$ cat src/rtl/zx_mem_pkg.sv
// Shared types and constants for the Spectrum SDRAM byte-port arbiter.
package zx_mem_pkg;

    localparam int ZX_MEM_AW = 25;
    localparam int ZX_MEM_DW = 8;

    localparam int CH_DMA    = 0;
    localparam int CH_TAPE   = 1;
    localparam int CH_FDD    = 2;
    localparam int CH_DIVMMC = 3;
    localparam int CH_CPU    = 4;

    typedef enum logic [1:0] {
        IDLE   = 2'd0,
        ACCESS = 2'd1,
        DONE   = 2'd2
    } arb_state_t;

    function automatic int idx_width(input int n);
        return (n > 1) ? $clog2(n) : 1;
    endfunction

endpackage

$ cat src/rtl/zx_mem_arbiter_if.sv
// Requestor-side handshake plus SDRAM byte-port signals of the arbiter.
// mem_dout belongs to the memory side but is driven by whoever models the SDRAM.
interface zx_mem_arbiter_if import zx_mem_pkg::*; #(
    parameter int NCH = 5,
    parameter int AW  = ZX_MEM_AW,
    parameter int DW  = ZX_MEM_DW
) ();
    localparam int GW = idx_width(NCH);

    logic [NCH-1:0]    req;
    logic [NCH-1:0]    we;
    logic [NCH*AW-1:0] addr;
    logic [NCH*DW-1:0] wdata;
    logic [NCH-1:0]    ack;
    logic [DW-1:0]     rdata;
    logic              busy;
    logic [GW-1:0]     grant_id;
    logic [AW-1:0]     mem_addr;
    logic [DW-1:0]     mem_din;
    logic              mem_we;
    logic              mem_rd;
    logic [DW-1:0]     mem_dout;

    modport master (
        output req, we, addr, wdata, mem_dout,
        input  ack, rdata, busy, grant_id, mem_addr, mem_din, mem_we, mem_rd
    );

    modport slave (
        input  req, we, addr, wdata, mem_dout,
        output ack, rdata, busy, grant_id, mem_addr, mem_din, mem_we, mem_rd
    );

endinterface

$ cat src/rtl/zx_arb_pick.sv
// Combinational winner select; channel 0 always wins when requesting.
// ZX_ARB_RR_EN: channels 1..NCH-1 rotate from the rr pointer instead of fixed order.
module zx_arb_pick import zx_mem_pkg::*; #(
    parameter int NCH = 5,
    parameter int GW  = idx_width(NCH)
) (
    input  logic [NCH-1:0] i_req,
`ifdef ZX_ARB_RR_EN
    input  logic [GW-1:0]  i_rr_ptr,
`endif
    output logic [GW-1:0]  o_winner,
    output logic           o_valid
);

`ifdef ZX_ARB_RR_EN
    logic [GW-1:0] w_start;

    // A pointer of 0 (reset value) starts the rotation at channel 1.
    assign w_start = (i_rr_ptr == '0) ? GW'(1) : i_rr_ptr;

    always_comb begin
        o_winner = '0;
        o_valid  = 1'b0;
        if (i_req[0]) begin
            o_valid = 1'b1;
        end else begin
            for (int i = 1; i < NCH; i++) begin
                if (!o_valid && i_req[i] && (i >= int'(w_start))) begin
                    o_winner = GW'(i);
                    o_valid  = 1'b1;
                end
            end
            for (int i = 1; i < NCH; i++) begin
                if (!o_valid && i_req[i] && (i < int'(w_start))) begin
                    o_winner = GW'(i);
                    o_valid  = 1'b1;
                end
            end
        end
    end
`else
    always_comb begin
        o_winner = '0;
        o_valid  = 1'b0;
        for (int i = 0; i < NCH; i++) begin
            if (!o_valid && i_req[i]) begin
                o_winner = GW'(i);
                o_valid  = 1'b1;
            end
        end
    end
`endif

endmodule

$ cat src/rtl/zx_mem_arbiter.sv
// Registered NCH-way arbiter onto the shared SDRAM byte port; ZX_ARB_RR_EN enables round-robin.
// IDLE: wait for req | ACCESS: strobes held ACC_CYC cycles | DONE: one-cycle ack
module zx_mem_arbiter import zx_mem_pkg::*; #(
    parameter int NCH     = 5,
    parameter int AW      = ZX_MEM_AW,
    parameter int DW      = ZX_MEM_DW,
    parameter int ACC_CYC = 4
) (
    input  logic           i_clk,
    input  logic           i_reset,
    zx_mem_arbiter_if.slave bus
);
    localparam int GW = idx_width(NCH);

    arb_state_t     r_state, w_state_nxt;
    logic [3:0]     r_cnt, w_cnt_nxt;
    logic           r_wr, w_wr_nxt;
    logic [NCH-1:0] r_ack, w_ack_nxt;
    logic [DW-1:0]  r_rdata, w_rdata_nxt;
    logic [GW-1:0]  r_grant, w_grant_nxt;
    logic [AW-1:0]  r_mem_addr, w_addr_nxt;
    logic [DW-1:0]  r_mem_din, w_din_nxt;
    logic           r_mem_we, w_we_nxt;
    logic           r_mem_rd, w_rd_nxt;
    logic [GW-1:0]  w_pick;
    logic           w_pick_valid;
`ifdef ZX_ARB_RR_EN
    logic [GW-1:0]  r_rr, w_rr_nxt;
`endif

    zx_arb_pick #(.NCH(NCH), .GW(GW)) u_pick (
        .i_req    (bus.req),
`ifdef ZX_ARB_RR_EN
        .i_rr_ptr (r_rr),
`endif
        .o_winner (w_pick),
        .o_valid  (w_pick_valid)
    );

    always_ff @(posedge i_clk) begin
        if (i_reset) begin
            r_state    <= IDLE;
            r_cnt      <= '0;
            r_wr       <= 1'b0;
            r_ack      <= '0;
            r_rdata    <= '0;
            r_grant    <= '0;
            r_mem_addr <= '0;
            r_mem_din  <= '0;
            r_mem_we   <= 1'b0;
            r_mem_rd   <= 1'b0;
`ifdef ZX_ARB_RR_EN
            r_rr       <= '0;
`endif
        end else begin
            r_state    <= w_state_nxt;
            r_cnt      <= w_cnt_nxt;
            r_wr       <= w_wr_nxt;
            r_ack      <= w_ack_nxt;
            r_rdata    <= w_rdata_nxt;
            r_grant    <= w_grant_nxt;
            r_mem_addr <= w_addr_nxt;
            r_mem_din  <= w_din_nxt;
            r_mem_we   <= w_we_nxt;
            r_mem_rd   <= w_rd_nxt;
`ifdef ZX_ARB_RR_EN
            r_rr       <= w_rr_nxt;
`endif
        end
    end

    always_comb begin
        w_state_nxt = r_state;
        w_cnt_nxt   = r_cnt;
        w_wr_nxt    = r_wr;
        w_ack_nxt   = '0;
        w_rdata_nxt = r_rdata;
        w_grant_nxt = r_grant;
        w_addr_nxt  = r_mem_addr;
        w_din_nxt   = r_mem_din;
        w_we_nxt    = 1'b0;
        w_rd_nxt    = 1'b0;
`ifdef ZX_ARB_RR_EN
        w_rr_nxt    = r_rr;
`endif
        case (r_state)
            IDLE: begin
                if (w_pick_valid) begin
                    w_state_nxt = ACCESS;
                    w_cnt_nxt   = 4'(ACC_CYC - 1);
                    w_grant_nxt = w_pick;
                    w_wr_nxt    = bus.we[w_pick];
                    w_addr_nxt  = bus.addr[int'(w_pick)*AW +: AW];
                    w_din_nxt   = bus.wdata[int'(w_pick)*DW +: DW];
                    w_we_nxt    = bus.we[w_pick];
                    w_rd_nxt    = ~bus.we[w_pick];
`ifdef ZX_ARB_RR_EN
                    if (w_pick != '0)
                        w_rr_nxt = (w_pick == GW'(NCH - 1)) ? GW'(1) : w_pick + GW'(1);
`endif
                end
            end
            ACCESS: begin
                if (r_cnt == 4'd0) begin
                    w_state_nxt        = DONE;
                    w_ack_nxt[r_grant] = 1'b1;
                    if (!r_wr)
                        w_rdata_nxt = bus.mem_dout;
                end else begin
                    w_cnt_nxt = r_cnt - 4'd1;
                    w_we_nxt  = r_wr;
                    w_rd_nxt  = ~r_wr;
                end
            end
            DONE:    w_state_nxt = IDLE;
            default: w_state_nxt = IDLE;
        endcase
    end

    assign bus.ack      = r_ack;
    assign bus.rdata    = r_rdata;
    assign bus.busy     = (r_state != IDLE);
    assign bus.grant_id = r_grant;
    assign bus.mem_addr = r_mem_addr;
    assign bus.mem_din  = r_mem_din;
    assign bus.mem_we   = r_mem_we;
    assign bus.mem_rd   = r_mem_rd;

endmodule

$ cat src/flat_wrapper.sv
// flat-port wrapper written by rule: the top's interface ports become plain ports
module zx_mem_arbiter_flat import zx_mem_pkg::*;
#(
    parameter int NCH     = 5,
    parameter int AW      = ZX_MEM_AW,
    parameter int DW      = ZX_MEM_DW,
    parameter int ACC_CYC = 4
)
  (i_clk, i_reset, bus_req, bus_we, bus_addr, bus_wdata, bus_mem_dout, bus_ack, bus_rdata, bus_busy, bus_grant_id, bus_mem_addr, bus_mem_din, bus_mem_we, bus_mem_rd);
  zx_mem_arbiter_if #(.NCH(NCH), .AW(AW), .DW(DW)) bus_i ();
  input  logic i_clk;
  input  logic i_reset;
  input wire logic [$bits(bus_i.req)-1:0] bus_req;
  input wire logic [$bits(bus_i.we)-1:0] bus_we;
  input wire logic [$bits(bus_i.addr)-1:0] bus_addr;
  input wire logic [$bits(bus_i.wdata)-1:0] bus_wdata;
  input wire logic [$bits(bus_i.mem_dout)-1:0] bus_mem_dout;
  output wire logic [$bits(bus_i.ack)-1:0] bus_ack;
  output wire logic [$bits(bus_i.rdata)-1:0] bus_rdata;
  output wire logic [$bits(bus_i.busy)-1:0] bus_busy;
  output wire logic [$bits(bus_i.grant_id)-1:0] bus_grant_id;
  output wire logic [$bits(bus_i.mem_addr)-1:0] bus_mem_addr;
  output wire logic [$bits(bus_i.mem_din)-1:0] bus_mem_din;
  output wire logic [$bits(bus_i.mem_we)-1:0] bus_mem_we;
  output wire logic [$bits(bus_i.mem_rd)-1:0] bus_mem_rd;
  assign bus_i.req = bus_req;
  assign bus_i.we = bus_we;
  assign bus_i.addr = bus_addr;
  assign bus_i.wdata = bus_wdata;
  assign bus_i.mem_dout = bus_mem_dout;
  assign bus_ack = bus_i.ack;
  assign bus_rdata = bus_i.rdata;
  assign bus_busy = bus_i.busy;
  assign bus_grant_id = bus_i.grant_id;
  assign bus_mem_addr = bus_i.mem_addr;
  assign bus_mem_din = bus_i.mem_din;
  assign bus_mem_we = bus_i.mem_we;
  assign bus_mem_rd = bus_i.mem_rd;
  zx_mem_arbiter #(.NCH(NCH), .AW(AW), .DW(DW), .ACC_CYC(ACC_CYC)) u_core (.i_clk(i_clk), .i_reset(i_reset), .bus(bus_i));
endmodule
$ cat config.mk
export PLATFORM = sky130hd
export DESIGN_NAME = zx_mem_arbiter_flat
export DESIGN_NICKNAME = d
export VERILOG_FILES = /design/src/rtl/zx_mem_pkg.sv /design/src/rtl/zx_mem_arbiter_if.sv /design/src/rtl/zx_arb_pick.sv /design/src/rtl/zx_mem_arbiter.sv /design/src/flat_wrapper.sv
export SDC_FILE = /design/constraint.sdc
export NUM_CORES = 1
export LEC_CHECK = 0
export BUFFER_PORTS_ARGS = -buffer_cell sky130_fd_sc_hd__buf_2
export CAP_MARGIN = 20
export CORE_AREA = 2 2 91 93
export CTS_BUF_LIST = sky130_fd_sc_hd__clkbuf_4 sky130_fd_sc_hd__clkbuf_8
export DETAILED_ROUTE_END_ITERATION = 8
export DIE_AREA = 0 0 93 95
export PLACE_DENSITY = 0.91
export SETUP_SLACK_MARGIN = 0.05
export SYNTH_ARGS = -nofsm -noshare
export SYNTH_HDL_FRONTEND = slang
export SYNTH_SLANG_ARGS = --single-unit
$ cat constraint.sdc
create_clock -name i_clk -period 2 [get_ports i_clk]
set_input_delay 0 -clock i_clk [delete_from_list [all_inputs] [get_ports i_clk]]
set_output_delay 0 -clock i_clk [all_outputs]
set_load 0.01 [all_outputs]
==> impl_metrics.toml, run 1 <==
[status]
outcome = "complete, no violations"

[pwr]
seqPwrFrac = 0.369
power_leakage_nw = 2.53
p_int_mw = 2.57
clockPowerShare = 0.328
power_mw = 3.79
p_sw_mw = 1.22
p_sw_frac = 0.321
p_per_area_nw_per_um2 = 721
p_comb_frac = 0.303
max-vdd-ir-drop_mv = 0.479

[die]
core_um2 = 7930
rows = 33
die-area_um2 = 8840
initial_core_util = 0.406
die_h_um = 95
pin_count = 237
die_w_um = 93

[global_routing]
grt_pass1_vias = 4223
grt_overflow = 0
grt_pass1_wl_mm = 19.7
grt_usage = 0.282
grt_max_degree = 32
antenna_found_initial = 0

[timing]
setup_ws_ns = 0.159
worst_pin_slew_ns = 0.811
hold-worst-slack_ns = 0.0206
fmax_ghz = 0.543
slew_viol_final = 0
finalSetupViolations = 0
grt_setup_unrepaired = "true"
setup_tns_ns = 0
timing.final.crit_share = 0.920
slew_headroom = 0.459
hold_viol = 0
fin_crit_ns = 1.84
skew_ns = 0.00792

[critical_path]
crit_required_ns = 2.23
rr_worst_depth = 7
r2r_setup_slack_ns = 0.16
r2r_start = "u_core.r_cnt[1]"
timing.rr.end = "u_core.r_cnt[3]"
cp-start-kind = "register"
cp_max_fo = 4
arrival_ns = 2.07
critical_path_class = "reg2reg"
end_kind = "register"

[synth]
synth-simple-area-share = 0.153
ys_types = 44
seq_area_frac_synth = 0.361
synth_top_area_frac = 0.361
synthCells = 382
syn-num-nets = 569
yosysTopAreaCell = "dfxtp_1"
synth-adder-area-share = 0.00778
ys_warn_count = 0
synthMuxAreaShare = 0.0249
syn-cell-area_um2 = 3220
synth_compound_area_frac = 0.386
synth_top_family_by_area = "compound AO/OA/AOI/OAI gates"
yosys-top-cells-area = "dfxtp_1, a22oi_1, o21ai_0"
synth_xor_area_frac = 0.00545
ys_ff_latch = 58
syn_area_per_cell_um2 = 8.42

[cts]
clock_latency_ns = 0.33
cts_made_buffers = 9
cts_htree_levels = 3
numClockSinks = 58
clkTransAtPathRegs_ns = 0.08
cts_root_buf = "clkbuf_8"
cts_tree = "built"
clk_path_buf_depth = 2

[routing]
via_count = 4345
routed-wl-met2_mm = 6.76
wl_mm = 13.2
via_per_inst = 5.61
drc = 0
wl_met3_um = 995
ant_nets = 0
drtIter0Drc = 270
top_layer = "met4"
wl_met1_mm = 4.90
drtPass1Iterations = 6
wl_per_cell_um = 17.0

[run]
drv_cap = 0

[placed_design]
dp_hpwl_mm = 8.90
dp_slack_ns = 0.142
io_buffers = 236
gp_congestion = 0.915

[finish]
synthToLayoutAreaGrowth_pct = 63.2
fin_nets = 852
drive_gt1_frac = 0.416
antenna_cells = 0
utilization = 0.662

[hold_path]
hold_start = "bus_wdata[7]"
hold_depth = 3
worst_hold_path_type = "in2reg"
worstHoldEndpoint = "u_core.bus.mem_din[7]"
-- registers in the layout (all words and copies together) (netlist names) --
register,flops
u_core.bus.mem_addr,25
u_core.bus.mem_din,8
u_core.bus.rdata,8
u_core.bus.ack,5
u_core.r_cnt,4
u_core.bus.grant_id,3
u_core.r_state,2
u_core.bus.mem_rd,1
u_core.bus.mem_we,1
u_core.r_wr,1
-- cells in the final DEF (no fill, tap or decap), types with 2 or more instances in the layout --
| cell type | count |
|---|---|
| ha_1 | 2 |
| a21oi_1 | 4 |
| and3_1 | 17 |
| clkbuf_8 | 9 |
| buf_2 | 236 |
| nor2b_1 | 2 |
| dlygate4sd3_1 | 57 |
| buf_4 | 13 |
| inv_1 | 5 |
| a211oi_1 | 3 |
| o21ai_0 | 36 |
| a22oi_1 | 33 |
| nand2b_1 | 5 |
| a311oi_1 | 15 |
| nor2_4 | 2 |
| nor3_1 | 4 |
| o221ai_1 | 18 |
| nor2_2 | 3 |
| nand2_1 | 23 |
| clkinv_4 | 3 |
| dfxtp_1 | 57 |
| mux2i_1 | 8 |
| nand3_1 | 2 |
| o21ai_1 | 30 |
| nor2_1 | 21 |
| bufinv_16 | 2 |
| nor3b_1 | 2 |
| a21o_1 | 18 |
| o22ai_1 | 19 |
-- stage by stage --
stage / cell area (um2) / cells
after floorplan: 3220 / 382
after global placement: 4450 / 702
after detailed placement: 4450 / 702
after CTS: 5250 / 775
after global routing: 5250 / 775
final: 5250 / 775
-- Yosys cell counts --
cell and number:
a2111o_1 1, a2111oi_4 1, a211oi_1 3, a21o_1 18, a21oi_1 4, a22oi_1 33
a2bb2oi_2 1, a311oi_1 15, and2_1 1, and3_1 17, buf_1 1, buf_2 7
buf_4 11, clkbuf_1 15, clkinv_1 1, dfxtp_1 58, ha_1 2, inv_1 5
mux2i_1 8, nand2_1 23, nand2b_1 5, nand3_1 2, nand3b_1 1, nor2_1 21
nor2_2 3, nor2_4 2, nor2b_1 2, nor3_1 4, nor3_4 1, nor3b_1 2
nor4_1 1, nor4_4 1, nor4b_1 1, o21ai_0 36, o21ai_1 31, o21bai_2 1
o221ai_1 18, o22ai_1 19, o31ai_1 1, or2_1 1, or2_2 1, or4_4 1
xnor2_1 1, xor2_1 1
-- layout make-up --
type	count	area, um2
fill	646	2680
multi-input combinational	284	1860
timing repair buffer	306	1850
sequential	58	1160
tap	105	131
clock buffer	9	124
clock inverter	7	103
inverter	6	22.5
-- routing by layer --
layer / vias to the layer above / track usage
met3: 51 / 0.0702
met1: 2008 / 0.318
li1: 2047 / -
met5: - / 0
met2: 239 / 0.495
met4: 0 / 0.140
-- how the worst max path moves through the flow --
stage | from | to | slack, ns
3_5_place_dp | u_core.r_cnt[0] | u_core.r_cnt[3] | 0.14
2_1_floorplan | u_core.r_cnt[0] | u_core.r_cnt[3] | 0.27
5_1_grt | u_core.r_cnt[1] | u_core.bus.rdata[5] | 0.04
4_1_cts | u_core.r_cnt[0] | u_core.r_cnt[3] | 0.12
3_3_place_gp | u_core.r_cnt[0] | u_core.r_cnt[3] | 0.23
6_report | u_core.r_cnt[1] | u_core.r_cnt[3] | 0.16
-- what timing repair did --
action                                 CTS  global route
endpoints found under the hold margin   42             0
hold buffers                            57             0
resized for setup                        0             1
buffers inserted                         0             0
setup endpoints to repair                0             5
-- power by group through the flow --
stage | clock [mW] | sequential (mW) | combinational (mW)
after floorplan | 0 | 1.47 | 0.550
after global placement | 0 | 1.41 | 1.01
after detailed placement | 0 | 1.41 | 1.04
after CTS | 1.27 | 1.39 | 1.13
after global routing | 1.32 | 1.41 | 1.25
final | 1.24 | 1.40 | 1.15
-- cells by family after synthesis --
kind of cell | after synthesis
flops | 58
mux | 8
xor+xnor | 2
buf+inv | 40
compound gates | 182
fa+ha+maj | 2
simple gates | 90
-- critical path, stage by stage (launching register included) --
cell	delay (ns)
dfxtp_1	0.41
inv_1	0.09
ha_1	0.18
nor3b_1	0.16
or2_1	0.31
a2111oi_4	0.38
xnor2_1	0.15
nor2_1	0.06
Note: power is estimated with default switching activity, not from simulation.
==> run 2, diff against run 1 <==
--- a/config.mk
+++ b/config.mk
@@ -5,13 +5,13 @@
 export SDC_FILE = /design/constraint.sdc
 export NUM_CORES = 1
 export LEC_CHECK = 0
+export ABC_AREA = 1
 export BUFFER_PORTS_ARGS = -buffer_cell sky130_fd_sc_hd__buf_2
 export CAP_MARGIN = 20
-export CORE_AREA = 2 2 91 93
+export CORE_UTILIZATION = 44
 export CTS_BUF_LIST = sky130_fd_sc_hd__clkbuf_4 sky130_fd_sc_hd__clkbuf_8
 export DETAILED_ROUTE_END_ITERATION = 8
-export DIE_AREA = 0 0 93 95
-export PLACE_DENSITY = 0.91
+export PLACE_DENSITY = 0.93
 export SETUP_SLACK_MARGIN = 0.05
 export SYNTH_ARGS = -nofsm -noshare
 export SYNTH_HDL_FRONTEND = slang
==> run 2 against run 1 <==
  * Final cell count is 21% higher
  * Sequential share of layout area is 0.67 points lower
  * Clock power shrank 24%
  * Power down 7.6%
  * Critical endpoint is now u_core.bus.mem_din[6]
  * Highest routed layer unchanged
==> impl_metrics.toml, run 2 <==
[status]
outcome = "complete, no violations"

[synth]
synth_common_cells = "nand2_1, nor2_1, dfxtp_1"
synthCells = 573
syn-num-nets = 760
yosys-top-cells-area = "dfxtp_1, nand2_1, nor2_1"
yosysTopAreaCell = "dfxtp_1"
synthMuxAreaShare = 0
seq_area_frac_synth = 0.323
synth_top_area_frac = 0.323
synth_top_flop_cell = "dfxtp_1"
ys_ff_latch = 58
synth-edff-count = 0
async_flop_share = 0
synth_top_family_by_area = "simple AND/OR/NAND/NOR gates"
synth_xor_area_frac = 0
ys_types = 28
syn_area_per_cell_um2 = 6.27
ys_warn_count = 0
synth_compound_area_frac = 0.182
synth-adder-area-share = 0.00696
synth-simple-area-share = 0.387
syn-cell-area_um2 = 3590

[hold_path]
worst_hold_path_type = "in2reg"

[run]
drv_cap = 0

[pwr]
power_leakage_nw = 3.00
p_sw_frac = 0.341
clockPowerShare = 0.269
seqPwrFrac = 0.399
p_per_area_nw_per_um2 = 646
max-vdd-ir-drop_mv = 0.348
p_comb_frac = 0.332
p_sw_mw = 1.19
power_mw = 3.50
p_int_mw = 2.30

[finish]
largest_reg_flops = 25
synthToLayoutAreaGrowth_pct = 50.5
utilization = 0.693
antenna_cells = 0
layout_commonest_cell = "buf_2"
drive_gt1_frac = 0.369
fin_nets = 1022
fillers = 638
regArea_um2 = 1160
multi_input_area_um2 = 2080
layout.cells.most_common_list = "buf_2, nor2_1, nand2_1"

[timing]
skew_ns = 0.0116
fmax_ghz = 0.549
slew_headroom = 0.717
grt_setup_unrepaired = "false"
fin_crit_ns = 1.82
timing.final.crit_share = 0.912
finalSetupViolations = 0
setup_tns_ns = 0
worst_pin_slew_ns = 0.424
hold_viol = 0
setup_ws_ns = 0.177
slew_viol_final = 0

[critical_path]
arrival_ns = 2.04
crit_required_ns = 2.22
path_cells = "dlygate4sd3_1, buf_2, nor2_1, nand3_1, buf_4, nor2_1, nand2_1, dlygate4sd3_1, nand2_1"
critical_path_class = "in2reg"
cp-start-kind = "primary input"
critPathSlowestCell = "dlygate4sd3_1"
cp_max_fo = 26
end_kind = "register"
cpPeakStageDelay_ns = 0.56

[routing]
via_count = 4840
wl_per_cell_um = 14.1
drc = 0
drtPass1Iterations = 5
wl_mm = 13.3
ant_nets = 0
drtIter0Drc = 178
via_per_inst = 5.14

[cts]
cts_tree = "built"
clk_path_buf_depth = 2
numClockSinks = 58
clock_latency_ns = 0.32
cts_root_buf = "clkbuf_8"
cts_htree_levels = 3
cts_made_buffers = 9
post_cts_buffers = 0
clkTransAtPathRegs_ns = 0.07

[global_routing]
grt_pass1_vias = 4681
grt_max_degree = 71
grt_usage = 0.307
grt_pass1_wl_mm = 20.9
antenna_found_initial = 0
grt_overflow = 0

[die]
initial_core_util = 0.460
pin_count = 237
core_um2 = 7810
die-area_um2 = 8530
rows = 32
die_h_um = 92.4
die_w_um = 92.4

[placed_design]
dp_slack_ns = 0.375
dp_hpwl_mm = 8.89
io_buffers = 236
gp_congestion = 0.906
==> run 2: changes by cell type after synthesis, moves of 8 or more <==
cell and change:
nor2_1 +96, nand2_1 +94, nand3_1 +42, inv_1 +39, a22oi_1 -33, or2_2 +33, o211ai_1 +29, a21o_1 -18
o221ai_1 -18, and3_1 -17, o22ai_1 -17, a311oi_1 -15, o21ai_1 -10, mux2i_1 -8
==> run 2: metrics by stage <==
| stage | area [um2] | instances | hold slack [ns] |
|---|---|---|---|
| 2_1_floorplan | 3590 | 573 | 0.167 |
| 3_5_place_dp | 4830 | 886 | 0.266 |
| 5_1_grt | 5410 | 941 | 0.0231 |
| 6_report | 5410 | 941 | 0.0191 |
| 3_3_place_gp | 4830 | 886 | 0.254 |
| 4_1_cts | 5400 | 941 | 0.000311 |
==> run 2: worst paths after layout <==
| path | start | to | slack, ns | depth (start not counted) |
|---|---|---|---|---|
| max | i_reset | u_core.bus.mem_din[6] | 0.18 | 9 |
| min | bus_addr[68] | u_core.bus.mem_addr[18] | 0.02 | 5 |
| max reg2reg | u_core.r_state[1] | u_core.bus.mem_din[6] | 0.21 | 7 |
| min reg2reg | u_core.bus.mem_addr[13] | u_core.bus.mem_addr[13] | 0.45 | 2 |
==> run 2: cell families after synthesis <==
kind of cell	count (synthesis)
AND/OR/NAND/NOR	324
AO/OA/AOI/OAI	106
adder cells (fa/ha/maj)	2
flip-flops	58
buffers and inverters	83
==> run 2: repair_timing <==
item	in CTS	in global routing
setup endpoints to repair	0	5
gates resized for setup	0	4
hold endpoints to repair	34	0
hold buffers	40	0
==> run 2: final cells by class <==
cell class / instances / share of cell area
multi-input combinational: 432 / 0.384
timing repair buffer: 286 / 0.312
sequential: 58 / 0.215
inverter: 48 / 0.0342
clock buffer: 10 / 0.0254
tap: 102 / 0.0236
clock inverter: 5 / 0.00578
==> run 2: power groups by stage <==
stage               Clock, mW  Sequential [mW]  Combinational, mW
finish                  0.940             1.40               1.16
global route             1.02             1.41               1.28
CTS                     0.964             1.39               1.14
detailed placement          0             1.41               1.06
global placement            0             1.41               1.03
floorplan                   0             1.47              0.544
==> run 2: critical path, delay by kind of cell <==
family	cells	cell delay, ns
buf+inv	4	1.64
simple gates	5	0.38
==> run 2: routing by layer <==
| layer | track usage | up-vias | share of wire |
|---|---|---|---|
| li1 | - | 2377 | - |
| met1 | 0.341 | 2111 | 0.38 |
| met2 | 0.535 | 304 | 0.49 |
| met3 | 0.0755 | 48 | 0.095 |
| met4 | 0.171 | 0 | 0.037 |
| met5 | 0 | - | 0 |
==> run 3, diff against run 2 <==
--- a/config.mk
+++ b/config.mk
@@ -8,11 +8,11 @@
 export ABC_AREA = 1
 export BUFFER_PORTS_ARGS = -buffer_cell sky130_fd_sc_hd__buf_2
 export CAP_MARGIN = 20
-export CORE_UTILIZATION = 44
+export CORE_UTILIZATION = 40
 export CTS_BUF_LIST = sky130_fd_sc_hd__clkbuf_4 sky130_fd_sc_hd__clkbuf_8
 export DETAILED_ROUTE_END_ITERATION = 8
-export PLACE_DENSITY = 0.93
-export SETUP_SLACK_MARGIN = 0.05
+export PLACE_DENSITY = 0.9
+export SETUP_SLACK_MARGIN = 0.15
 export SYNTH_ARGS = -nofsm -noshare
 export SYNTH_HDL_FRONTEND = slang
 export SYNTH_SLANG_ARGS = --single-unit
==> constraint.sdc (replaced) <==
create_clock -name i_clk -period 1.6 [get_ports i_clk]
set_input_delay 0 -clock i_clk [delete_from_list [all_inputs] [get_ports i_clk]]
set_output_delay 0 -clock i_clk [all_outputs]
set_load 0.01 [all_outputs]
==> run 3 against run 2 <==
  * Routed wire length increased by 5.2%
  * Via count increased by 4.2%
  * Final cell count increased by 3.5%
  * Clock skew increased by 0.0032 ns
  * Hold slack about the same
  * Power increased by 44%
  * Largest cell class unchanged
  * Sequential power increased by 25%
  * Clock power increased by 83%
  * Non-clock buffer count increased by 23
  * Setup slack got worse by 0.027 ns
  * Critical path type is now reg2reg
  * Largest power group unchanged
  * Critical path depth decreased by 2
  * Sequential cell count unchanged
==> impl_metrics.toml, run 3 (synthesis gave the netlist of run 2 again) <==
[die]
rows = 34
core_um2 = 8720
initial_core_util = 0.412
pin_count = 237
die_w_um = 96.8
die_h_um = 96.8
die-area_um2 = 9370

[timing]
fin_crit_ns = 1.45
fmax_ghz = 0.690
skew_ns = 0.0148
setup_tns_ns = 0
grt_setup_unrepaired = "true"
worst_pin_slew_ns = 0.408
slew_viol_final = 0
slew_headroom = 0.728
timing.final.crit_share = 0.906
finalSetupViolations = 0
hold_viol = 0

[routing]
wl_per_cell_um = 14.4
drtIter0Drc = 276
via_count = 5044
ant_nets = 0
drtPass1Iterations = 5
via_per_inst = 5.18
drc = 0
wl_mm = 14.0

[global_routing]
grt_overflow = 0
grt_pass1_vias = 4894
grt_max_degree = 52
antenna_found_initial = 2
met3_usage = 0.0592
gr-usage-met2 = 0.504
grt.busiest_layer = "met2"
grt.met1_usage = 0.307
grt_usage = 0.285
grt_pass1_wl_mm = 21.9

[critical_path]
arrival_ns = 1.71
cpPeakStageDelay_ns = 0.34
rr_worst_depth = 7
critPathSlowestCell = "dfxtp_2"
worstSetupPathDepth = 7
r2r_setup_slack_ns = 0.15
cp-start-kind = "register"
cp_num_buf_inv = 2
path_cells = "inv_2, ha_4, nand3_4, nor3_4, nand2_2, buf_4, nor3_1"
end_kind = "register"
critPathTopFamily = "simple AND/OR/NAND/NOR gates"
crit_required_ns = 1.86
cp_max_fo = 4
critical_path_class = "reg2reg"

[finish]
largest_reg_flops = 25
layout.cells.most_common_list = "buf_2, nor2_1, nand2_1"
layout_commonest_cell = "buf_2"
synthToLayoutAreaGrowth_pct = 60.7
fin_nets = 1046
drive_gt1_frac = 0.382
layout.cells.non_filler = 974

[pwr]
seqPwrFrac = 0.348
power_leakage_nw = 3.16
p_sw_frac = 0.326
p_comb_frac = 0.309
p_int_mw = 3.39
max-vdd-ir-drop_mv = 0.457
p_sw_mw = 1.64
p_per_area_nw_per_um2 = 870
clockPowerShare = 0.343

[status]
outcome = "complete, no violations"

[cts]
cts_htree_levels = 3
clock_latency_ns = 0.34
clk_path_buf_depth = 2
cts_tree = "built"
cts_root_buf = "clkbuf_8"
cts_made_buffers = 9
clkTransAtPathRegs_ns = 0.08
numClockSinks = 58

[placed_design]
dp_hpwl_mm = 8.82
gp_congestion = 0.879
io_buffers = 236
dp.cells = 895

[hold_path]
hold_depth = 5
worst_hold_path_type = "in2reg"

[run]
drv_cap = 0
[run 3: area by class of cell]
class / instances / area [um2]
fillers: 703 / 2950
multi-input cells: 433 / 2140
repair buffers: 309 / 1890
flip-flops and latches: 58 / 1160
inverters: 48 / 185
well taps: 108 / 135
clock inverters: 7 / 125
clock buffers: 9 / 124
diodes: 2 / 5.00
[run 3: power by group through the flow]
stage	Clock [mW]	Combinational, mW	Sequential (mW)
after floorplan	0	0.680	1.84
after global placement	0	1.29	1.76
after detailed placement	0	1.32	1.76
after CTS	1.74	1.44	1.74
after global routing	1.82	1.70	1.76
final	1.72	1.55	1.75
[run 3: worst reg2reg max path: stages (launching register included)]
cell     delay [ns]
dfxtp_2        0.34
inv_2          0.08
ha_4           0.14
nand3_4        0.09
nor3_4         0.31
nand2_2        0.13
buf_4          0.16
nor3_1         0.14
[run 3: layer usage]
metal  part of all wire  wire length (um)
met5                  0                 0
met4              0.051               709
met3              0.087              1210
met2               0.49              6900
met1               0.37              5170
[run 3: final timing paths]
kind	endpoint	startpoint
min	u_core.bus.mem_addr[20]	bus_addr[95]
min reg2reg	u_core.bus.mem_addr[16]	u_core.bus.mem_addr[16]
max reg2reg	u_core.bus.ack[2]	u_core.r_cnt[0]
max	u_core.bus.ack[2]	u_core.r_cnt[0]
[run 3: timing repair]
item / CTS / global route
endpoints found under the setup margin: 8 / 16
hold buffers: 59 / 0
resized for setup: 3 / 25
endpoints found under the hold margin: 42 / 0
pin swaps: 0 / 5
setup buffers: 0 / 1
cloned: 0 / 1
[run 3: per-stage QoR]
step | setup slack [ns] | power [mW] | area (um2) | util | hold slack, ns
2_1_floorplan | 0.295 | 2.52 | 3590 | - | 0.167
3_3_place_gp | 0.163 | 3.05 | 4850 | 0.556 | 0.255
3_5_place_dp | 0.0537 | 3.08 | 4850 | 0.556 | 0.259
4_1_cts | 0.210 | 4.92 | 5690 | 0.653 | 0.000105
5_1_grt | 0.0644 | 5.29 | 5780 | 0.662 | 0.0118
6_report | 0.150 | 5.02 | 5780 | 0.662 | 0.0191
